--- src/rtl/snn_video_pkg.sv ---
// Shared definitions for the SNN video source: pattern codes, bar palette and LFSR constants.
package snn_video_pkg;

    typedef enum logic [1:0] {
        PAT_SOLID = 2'd0,
        PAT_BARS  = 2'd1,
        PAT_CHECK = 2'd2,
        PAT_LFSR  = 2'd3
    } pat_e;

    localparam logic [15:0] LFSR_SEED = 16'hACE1;
    // Taps 16,14,13,11 of a Fibonacci LFSR, expressed as bit positions 15,13,12,10
    localparam logic [15:0] LFSR_TAPS = 16'hB400;

    // {r,g,b} on/off per bar; index 0 is the leftmost bar (white) through 7 (black)
    localparam logic [7:0][2:0] BAR_RGB = {
        3'b000, 3'b001, 3'b100, 3'b101, 3'b010, 3'b011, 3'b110, 3'b111
    };

    function automatic logic [15:0] lfsr_next(input logic [15:0] s);
        return {s[14:0], ^(s & LFSR_TAPS)};
    endfunction

    function automatic logic [23:0] bar_colour(input logic [2:0] idx);
        logic [2:0] c;
        c = BAR_RGB[idx];
        return {{8{c[2]}}, {8{c[1]}}, {8{c[0]}}};
    endfunction

endpackage

--- src/rtl/snn_video_timing.sv ---
// Raster timing for the SNN video source: hold/h/v counters, run/stop FSM and timing strobes.
// Strobes are combinational from counter state; the top registers them for output alignment.
module snn_video_timing #(
    parameter int H_ACT    = 640,
    parameter int PIX_HOLD = 64,
    parameter int H_FP     = 16,
    parameter int H_SYNC   = 96,
    parameter int H_BP     = 48,
    parameter int V_ACT    = 480,
    parameter int V_FP     = 10,
    parameter int V_SYNC   = 2,
    parameter int V_BP     = 33,
    parameter int XW       = 10,
    parameter int VW       = 10
) (
    input  logic          clk,
    input  logic          reset_n,
    input  logic          en,
    output logic          go,
    output logic          frame_first,
    output logic          de,
    output logic          hs_act,
    output logic          vs_act,
    output logic          pix_adv,
    output logic [XW-1:0] px_x,
    output logic [VW-1:0] py
);

    localparam int HA_CLK = H_ACT * PIX_HOLD;
    localparam int HT     = HA_CLK + H_FP + H_SYNC + H_BP;
    localparam int VT     = V_ACT + V_FP + V_SYNC + V_BP;
    localparam int HW     = (HT > 1) ? $clog2(HT) : 1;
    localparam int HOLD_W = (PIX_HOLD > 1) ? $clog2(PIX_HOLD) : 1;

    typedef enum logic {ST_IDLE, ST_RUN} state_e;

    state_e          state_q, state_d;
    logic [HW-1:0]   h_q;
    logic [VW-1:0]   v_q;
    logic [HOLD_W-1:0] hold_q;
    logic [XW-1:0]   x_q;
    logic            stop_q;

    logic h_last, v_last, h_in_act, hold_last;

    assign h_last    = (int'(h_q) == HT - 1);
    assign v_last    = (int'(v_q) == VT - 1);
    assign h_in_act  = (int'(h_q) < HA_CLK);
    assign hold_last = (int'(hold_q) == PIX_HOLD - 1);

    // IDLE with en counts as the first running clock, so frame_start needs no extra cycle
    always_comb begin
        state_d = state_q;
        go      = 1'b0;
        case (state_q)
            ST_IDLE: begin
                if (en) begin
                    go      = 1'b1;
                    state_d = ST_RUN;
                end
            end
            ST_RUN: begin
                go = 1'b1;
                if (h_last && v_last && stop_q) begin
                    state_d = ST_IDLE;
                end
            end
            default: state_d = ST_IDLE;
        endcase
    end

    always_ff @(posedge clk or negedge reset_n) begin
        if (!reset_n) begin
            state_q <= ST_IDLE;
            stop_q  <= 1'b0;
        end else begin
            state_q <= state_d;
            stop_q  <= (state_q == ST_RUN) && !en;
        end
    end

    always_ff @(posedge clk or negedge reset_n) begin
        if (!reset_n) begin
            h_q    <= '0;
            v_q    <= '0;
            hold_q <= '0;
            x_q    <= '0;
        end else if (go) begin
            if (h_last) begin
                h_q <= '0;
                v_q <= v_last ? '0 : v_q + 1'b1;
            end else begin
                h_q <= h_q + 1'b1;
            end
            if (h_in_act) begin
                if (hold_last) begin
                    hold_q <= '0;
                    x_q    <= (int'(x_q) == H_ACT - 1) ? '0 : x_q + 1'b1;
                end else begin
                    hold_q <= hold_q + 1'b1;
                end
            end
        end
    end

    assign frame_first = go && (h_q == '0) && (v_q == '0);
    assign de          = go && h_in_act && (int'(v_q) < V_ACT);
    assign hs_act      = go && (int'(h_q) >= HA_CLK + H_FP) && (int'(h_q) < HA_CLK + H_FP + H_SYNC);
    assign vs_act      = go && (int'(v_q) >= V_ACT + V_FP) && (int'(v_q) < V_ACT + V_FP + V_SYNC);
    assign pix_adv     = de && hold_last;
    assign px_x        = x_q;
    assign py          = v_q;

endmodule

--- src/rtl/snn_video_src.sv ---
// Test-pattern video source feeding the SNN classifier; each active pixel is held PIX_HOLD clocks.
// All outputs are registered one clock after counter state; reset forces idle outputs immediately.
module snn_video_src
    import snn_video_pkg::*;
#(
    parameter int H_ACT    = 640,
    parameter int PIX_HOLD = 64,
    parameter int H_FP     = 16,
    parameter int H_SYNC   = 96,
    parameter int H_BP     = 48,
    parameter int V_ACT    = 480,
    parameter int V_FP     = 10,
    parameter int V_SYNC   = 2,
    parameter int V_BP     = 33,
    parameter int CHK_LOG2 = 3,
    parameter bit SYNC_POL = 1'b1
) (
    input  logic       clk,
    input  logic       reset_n,
    input  logic       en,
    input  logic [1:0] pat_sel,
    input  logic [7:0] solid_r,
    input  logic [7:0] solid_g,
    input  logic [7:0] solid_b,
    output logic       vs_out,
    output logic       hs_out,
    output logic       de_out,
    output logic [7:0] r_out,
    output logic [7:0] g_out,
    output logic [7:0] b_out,
    output logic       frame_start,
    output logic       busy
);

    localparam int VT    = V_ACT + V_FP + V_SYNC + V_BP;
    localparam int XW    = (H_ACT > 1) ? $clog2(H_ACT) : 1;
    localparam int VW    = (VT > 1) ? $clog2(VT) : 1;
    localparam int BAR_W = H_ACT / 8;

    logic          go, frame_first, de, hs_act, vs_act, pix_adv;
    logic [XW-1:0] px_x;
    logic [VW-1:0] py;

    snn_video_timing #(
        .H_ACT(H_ACT), .PIX_HOLD(PIX_HOLD),
        .H_FP(H_FP), .H_SYNC(H_SYNC), .H_BP(H_BP),
        .V_ACT(V_ACT), .V_FP(V_FP), .V_SYNC(V_SYNC), .V_BP(V_BP),
        .XW(XW), .VW(VW)
    ) u_timing (
        .clk        (clk),
        .reset_n    (reset_n),
        .en         (en),
        .go         (go),
        .frame_first(frame_first),
        .de         (de),
        .hs_act     (hs_act),
        .vs_act     (vs_act),
        .pix_adv    (pix_adv),
        .px_x       (px_x),
        .py         (py)
    );

    pat_e        pat_q, pat_cur;
    logic [23:0] solid_q, solid_cur;
    logic [15:0] lfsr_q, lfsr_cur;
    logic [2:0]  bar_idx;
    logic        chk_on;
    logic [23:0] pix;

    // Settings latched at frame start are bypassed on that same clock so the first pixel uses them
    always_comb begin
        pat_cur   = frame_first ? pat_e'(pat_sel) : pat_q;
        solid_cur = frame_first ? {solid_r, solid_g, solid_b} : solid_q;
        lfsr_cur  = frame_first ? LFSR_SEED : lfsr_q;
        bar_idx   = 3'(int'(px_x) / BAR_W);
        chk_on    = (((32'(px_x) ^ 32'(py)) >> CHK_LOG2) & 32'd1) != 32'd0;
        pix       = 24'd0;
        case (pat_cur)
            PAT_SOLID: pix = solid_cur;
            PAT_BARS:  pix = bar_colour(bar_idx);
            PAT_CHECK: pix = chk_on ? 24'hFF_FFFF : 24'd0;
            PAT_LFSR:  pix = {lfsr_cur[15:8], lfsr_cur[7:0], lfsr_cur[15:8] ^ lfsr_cur[7:0]};
            default:   pix = 24'd0;
        endcase
    end

    always_ff @(posedge clk or negedge reset_n) begin
        if (!reset_n) begin
            pat_q   <= PAT_SOLID;
            solid_q <= 24'd0;
            lfsr_q  <= LFSR_SEED;
        end else begin
            if (frame_first) begin
                pat_q   <= pat_cur;
                solid_q <= solid_cur;
            end
            lfsr_q <= pix_adv ? lfsr_next(lfsr_cur) : lfsr_cur;
        end
    end

    always_ff @(posedge clk or negedge reset_n) begin
        if (!reset_n) begin
            vs_out      <= ~SYNC_POL;
            hs_out      <= ~SYNC_POL;
            de_out      <= 1'b0;
            r_out       <= 8'd0;
            g_out       <= 8'd0;
            b_out       <= 8'd0;
            frame_start <= 1'b0;
            busy        <= 1'b0;
        end else begin
            vs_out      <= vs_act ? SYNC_POL : ~SYNC_POL;
            hs_out      <= hs_act ? SYNC_POL : ~SYNC_POL;
            de_out      <= de;
            {r_out, g_out, b_out} <= de ? pix : 24'd0;
            frame_start <= frame_first;
            busy        <= go;
        end
    end

endmodule

--- config.mk ---
export PLATFORM = sky130hd
export DESIGN_NAME = snn_video_src
export DESIGN_NICKNAME = d
export VERILOG_FILES = /design/src/rtl/snn_video_pkg.sv /design/src/rtl/snn_video_timing.sv /design/src/rtl/snn_video_src.sv
export SDC_FILE = /design/constraint.sdc
export NUM_CORES = 1
export LEC_CHECK = 0
export BUFFER_PORTS_ARGS = -buffer_cell sky130_fd_sc_hd__buf_4
export CELL_PAD_IN_SITES_DETAIL_PLACEMENT = 0
export CELL_PAD_IN_SITES_GLOBAL_PLACEMENT = 1
export CORE_UTILIZATION = 40
export CTS_CLUSTER_SIZE = 14
export DETAILED_ROUTE_END_ITERATION = 10
export PLACE_DENSITY_LB_ADDON = 0.1
export SETUP_SLACK_MARGIN = 0.3
export SLEW_MARGIN = 10
export SYNTH_ARGS = -nofsm -noshare
export SYNTH_HDL_FRONTEND = slang
export SYNTH_HIERARCHICAL = 1
export SYNTH_SLANG_ARGS = --single-unit
--- constraint.sdc ---
create_clock -name clk -period 4.15 [get_ports clk]
set_input_delay 0.83 -clock clk [delete_from_list [all_inputs] [get_ports clk]]
set_output_delay 0.83 -clock clk [all_outputs]
set_load 0.005 [all_outputs]
==> flow_metrics.env <==
export IMPL_drt_pass1_iterations=5
export IMPL_crit_chain="inv_1, ha_1, nor4b_1, nand3_1, nor4_2, buf_4, nand2b_1, nand2_1, o21ai_1, a31o_2, o21ai_0, a21oi_1"
export IMPL_synth_cell_types=70
export IMPL_grt_pass1_vias=4334
export IMPL_fp_dieH_um=121.4
export IMPL_cp_start_kind="flop"
export IMPL_critPathArrivalTime_ns=3.71
export IMPL_drv_cap=0
export IMPL_grt_usage_pct=20.46
export IMPL_ys_flop_type="dfrtp_1"
export IMPL_initial_core_util_pct=41.06
export IMPL_period_needed_ns=3.373
export IMPL_ir_worst_vdd_mv=0.2470
export IMPL_status="completed"
export IMPL_reg2reg_slack_ns=0.78
export IMPL_antenna_found_initial=0
export IMPL_async_flop_share_pct=100.0
export IMPL_syn_num_nets=593
export IMPL_hold_buffers=0
export IMPL_synth_area_per_cell_um2=10.23
export IMPL_grt_pass1_wl_um=22750
export IMPL_fmax_mhz=296.5
export IMPL_ios=58
export IMPL_core_area_um2=13880
export IMPL_clockBufferDepth=2
export IMPL_yosysSeqAreaShare_pct=50.67
export IMPL_yosys_area_top_type_share_pct=46.98
export IMPL_cts_resized=0
export IMPL_crit_required_ns=4.48
export IMPL_hold_class="input port to asynchronous set/reset pin"
export IMPL_setup_violations_final=0
export IMPL_syn_to_final_growth_pct=20.46
export IMPL_vias=4372
export IMPL_cpPeakStageDelay_ns=0.41
export IMPL_synth_area_um2=5699
export IMPL_numCtsBuffers=17
export IMPL_worst_pin_slew_ns=1.173
export IMPL_p_leak_uw=0.003202
export IMPL_die_x_um=121.4
export IMPL_grt_max_degree=50
export IMPL_placedCellCount=777
export IMPL_synth_area_leaders="dfrtp_1 (47%), dfstp_2 (3.7%), nand2_1 (3.4%), o21ai_0 (3.0%), mux2_1 (3.0%)"
export IMPL_synth_top_area_cell="dfrtp_1"
export IMPL_ant_nets=0
export IMPL_vias_per_cell=5.404
export IMPL_place_ws_ns=0.5834
export IMPL_power_density_nw_per_um2=450.0
export IMPL_finalNonFillerCells=809
export IMPL_io_buffers=57
export IMPL_slew_headroom_pct=21.58
export IMPL_tritoncts="built"
export IMPL_fin_nets=652
export IMPL_root_buffer="clkbuf_16"
export IMPL_fillers=1307
export IMPL_final_period_utilization_pct=81.27
export IMPL_finalSetupTns_ns=0
export IMPL_dr_first_iter_drc_count=264
export IMPL_synth_edf_count=0
export IMPL_cts_setup_buffers=0
export IMPL_synth_most_common_cell="dfrtp_1"
export IMPL_critPathSlowestCell="dfrtp_1"
export IMPL_wire_per_inst_um=16.82
export IMPL_rows=43
export IMPL_fin_ws_ns=0.7774
export IMPL_grt_overflow_total=0
export IMPL_drive_above_1_share_pct=20.03
export IMPL_route_detailed_drc=0
export IMPL_cts_htree_levels=4
export IMPL_crit_fanout=36
export IMPL_ys_ff_latch=115
export IMPL_antenna_cells=0
export IMPL_clk_pin_slew_ns=0.05
export IMPL_wl_um=13600
export IMPL_crit_type="flop to flop"
export IMPL_worst_setup_path_end_kind="flop"
export IMPL_syn_inst=557
export IMPL_rsz0062_at_grt="no"
export IMPL_die_area_um2=14730
export IMPL_synthTopCellsByCount="dfrtp_1 (107), nand2_1 (52), nor2_1 (34), o21ai_0 (34), inv_1 (25)"
export IMPL_slew_violations=0
export IMPL_yosys_warnings=6
export IMPL_insertion_delay_ns=0.42
export IMPL_final_setup_skew_ns=0.007471
export IMPL_hold_viol=0
export IMPL_place_gp_congestion=0.7756
export IMPL_dp_hpwl_um=9406
export IMPL_clkSinkCount=115
metrics by stage:
stage	total power, uW	util [%]	hold WS, ns	instance area (um^2)
final	3089	49.46	0.4242	6865
after floorplan	1555	-	0.4370	5699
after global placement	1651	45.21	0.4531	6276
after CTS	3122	49.46	0.4523	6865
after detailed placement	1666	45.21	0.4590	6276
after global routing	3238	49.46	0.4715	6865
flip-flops by register name (all words and copies together), names as in the netlist:
signal,count
solid_q,24
lfsr_q,16
u_timing/h_q,16
u_timing/px_x,10
u_timing/py,10
b_out,8
g_out,8
r_out,8
u_timing/hold_q,6
pat_q,2
busy,1
de_out,1
frame_start,1
hs_out,1
u_timing/state_q,1
u_timing/stop_q,1
vs_out,1
placed cells by master, fill, tap and decap left out, drive strengths merged, types with 19 or more instances in the layout:
cell type	count
nand2	52
o21ai	55
nor2	35
nand3	23
clkbuf	22
inv	26
buf	63
dfrtp	107
xnor2	19
a21oi	26
metal layers:
| layer | track usage, % | part of all wire [%] |
|---|---|---|
| met1 | 29.62 | 50 |
| met2 | 28.94 | 44 |
| met5 | 0 | 0 |
| met3 | 5.639 | 4.2 |
| met4 | 7.330 | 1.4 |
power breakdown:
part           leakage (uW)  switching, uW  total (uW)  internal, uW
clock network      0.000291            506        1440           938
logic               0.00140            164         300           136
registers           0.00151            117        1350          1230
total               0.00320            787        3090          2300
critical path: cells and delay by family (launching register included):
| kind | cells | cell delay [ns] |
|---|---|---|
| and+or+nand+nor | 5 | 1.14 |
| AOI/OAI and AO/OA | 4 | 1.05 |
| buffers and inverters | 2 | 0.50 |
| DFF | 1 | 0.41 |
| adders and majority gates | 1 | 0.16 |
final cells by class:
type	count	area [um^2]	share of cell area (%)
inverter	27	101.3	1.476
clock inverter	10	105.1	1.531
clock buffer	22	484.2	7.053
sequential	115	2888	42.06
timing repair buffer	63	473.0	6.889
multi-input combinational	392	2589	37.71
tap	180	225.2	3.280
path summary, 6_finish.rpt:
| path | startpoint | to | cells after the start |
|---|---|---|---|
| min in group clk | u_timing/hold_q[4]$_DFFE_PN0P_ | u_timing/hold_q[4]$_DFFE_PN0P_ | 1 |
| worst max-delay path | u_timing/h_q[0]$_DFFE_PN0N_ | g_out[1]$_DFF_PN0_ | 12 |
| worst max register to register | u_timing/h_q[0]$_DFFE_PN0N_ | g_out[1]$_DFF_PN0_ | 12 |
| worst min-delay path | reset_n | u_timing/hold_q[2]$_DFFE_PN0P_ | 1 |
| worst min register to register | u_timing/hold_q[4]$_DFFE_PN0P_ | u_timing/hold_q[4]$_DFFE_PN0P_ | 1 |
| max in group asynchronous | reset_n | lfsr_q[15]$_DFF_PN1_ | 2 |
logic make-up (layout without fill, tap and decap cells):
| group | count (synthesis) | after routing | synth area share [%] |
|---|---|---|---|
| multiplexers | 30 | 30 | 5.642 |
| AO/OA/AOI/OAI | 134 | 134 | 15.57 |
| XOR/XNOR | 30 | 30 | 4.610 |
| adder cells (fa/ha/maj) | 8 | 8 | 1.712 |
| buffers and inverters | 50 | 122 | 4.105 |
| AND/OR/NAND/NOR | 190 | 190 | 17.69 |
| flip-flops | 115 | 115 | 50.67 |
Note: power is estimated with default switching activity, not from simulation.
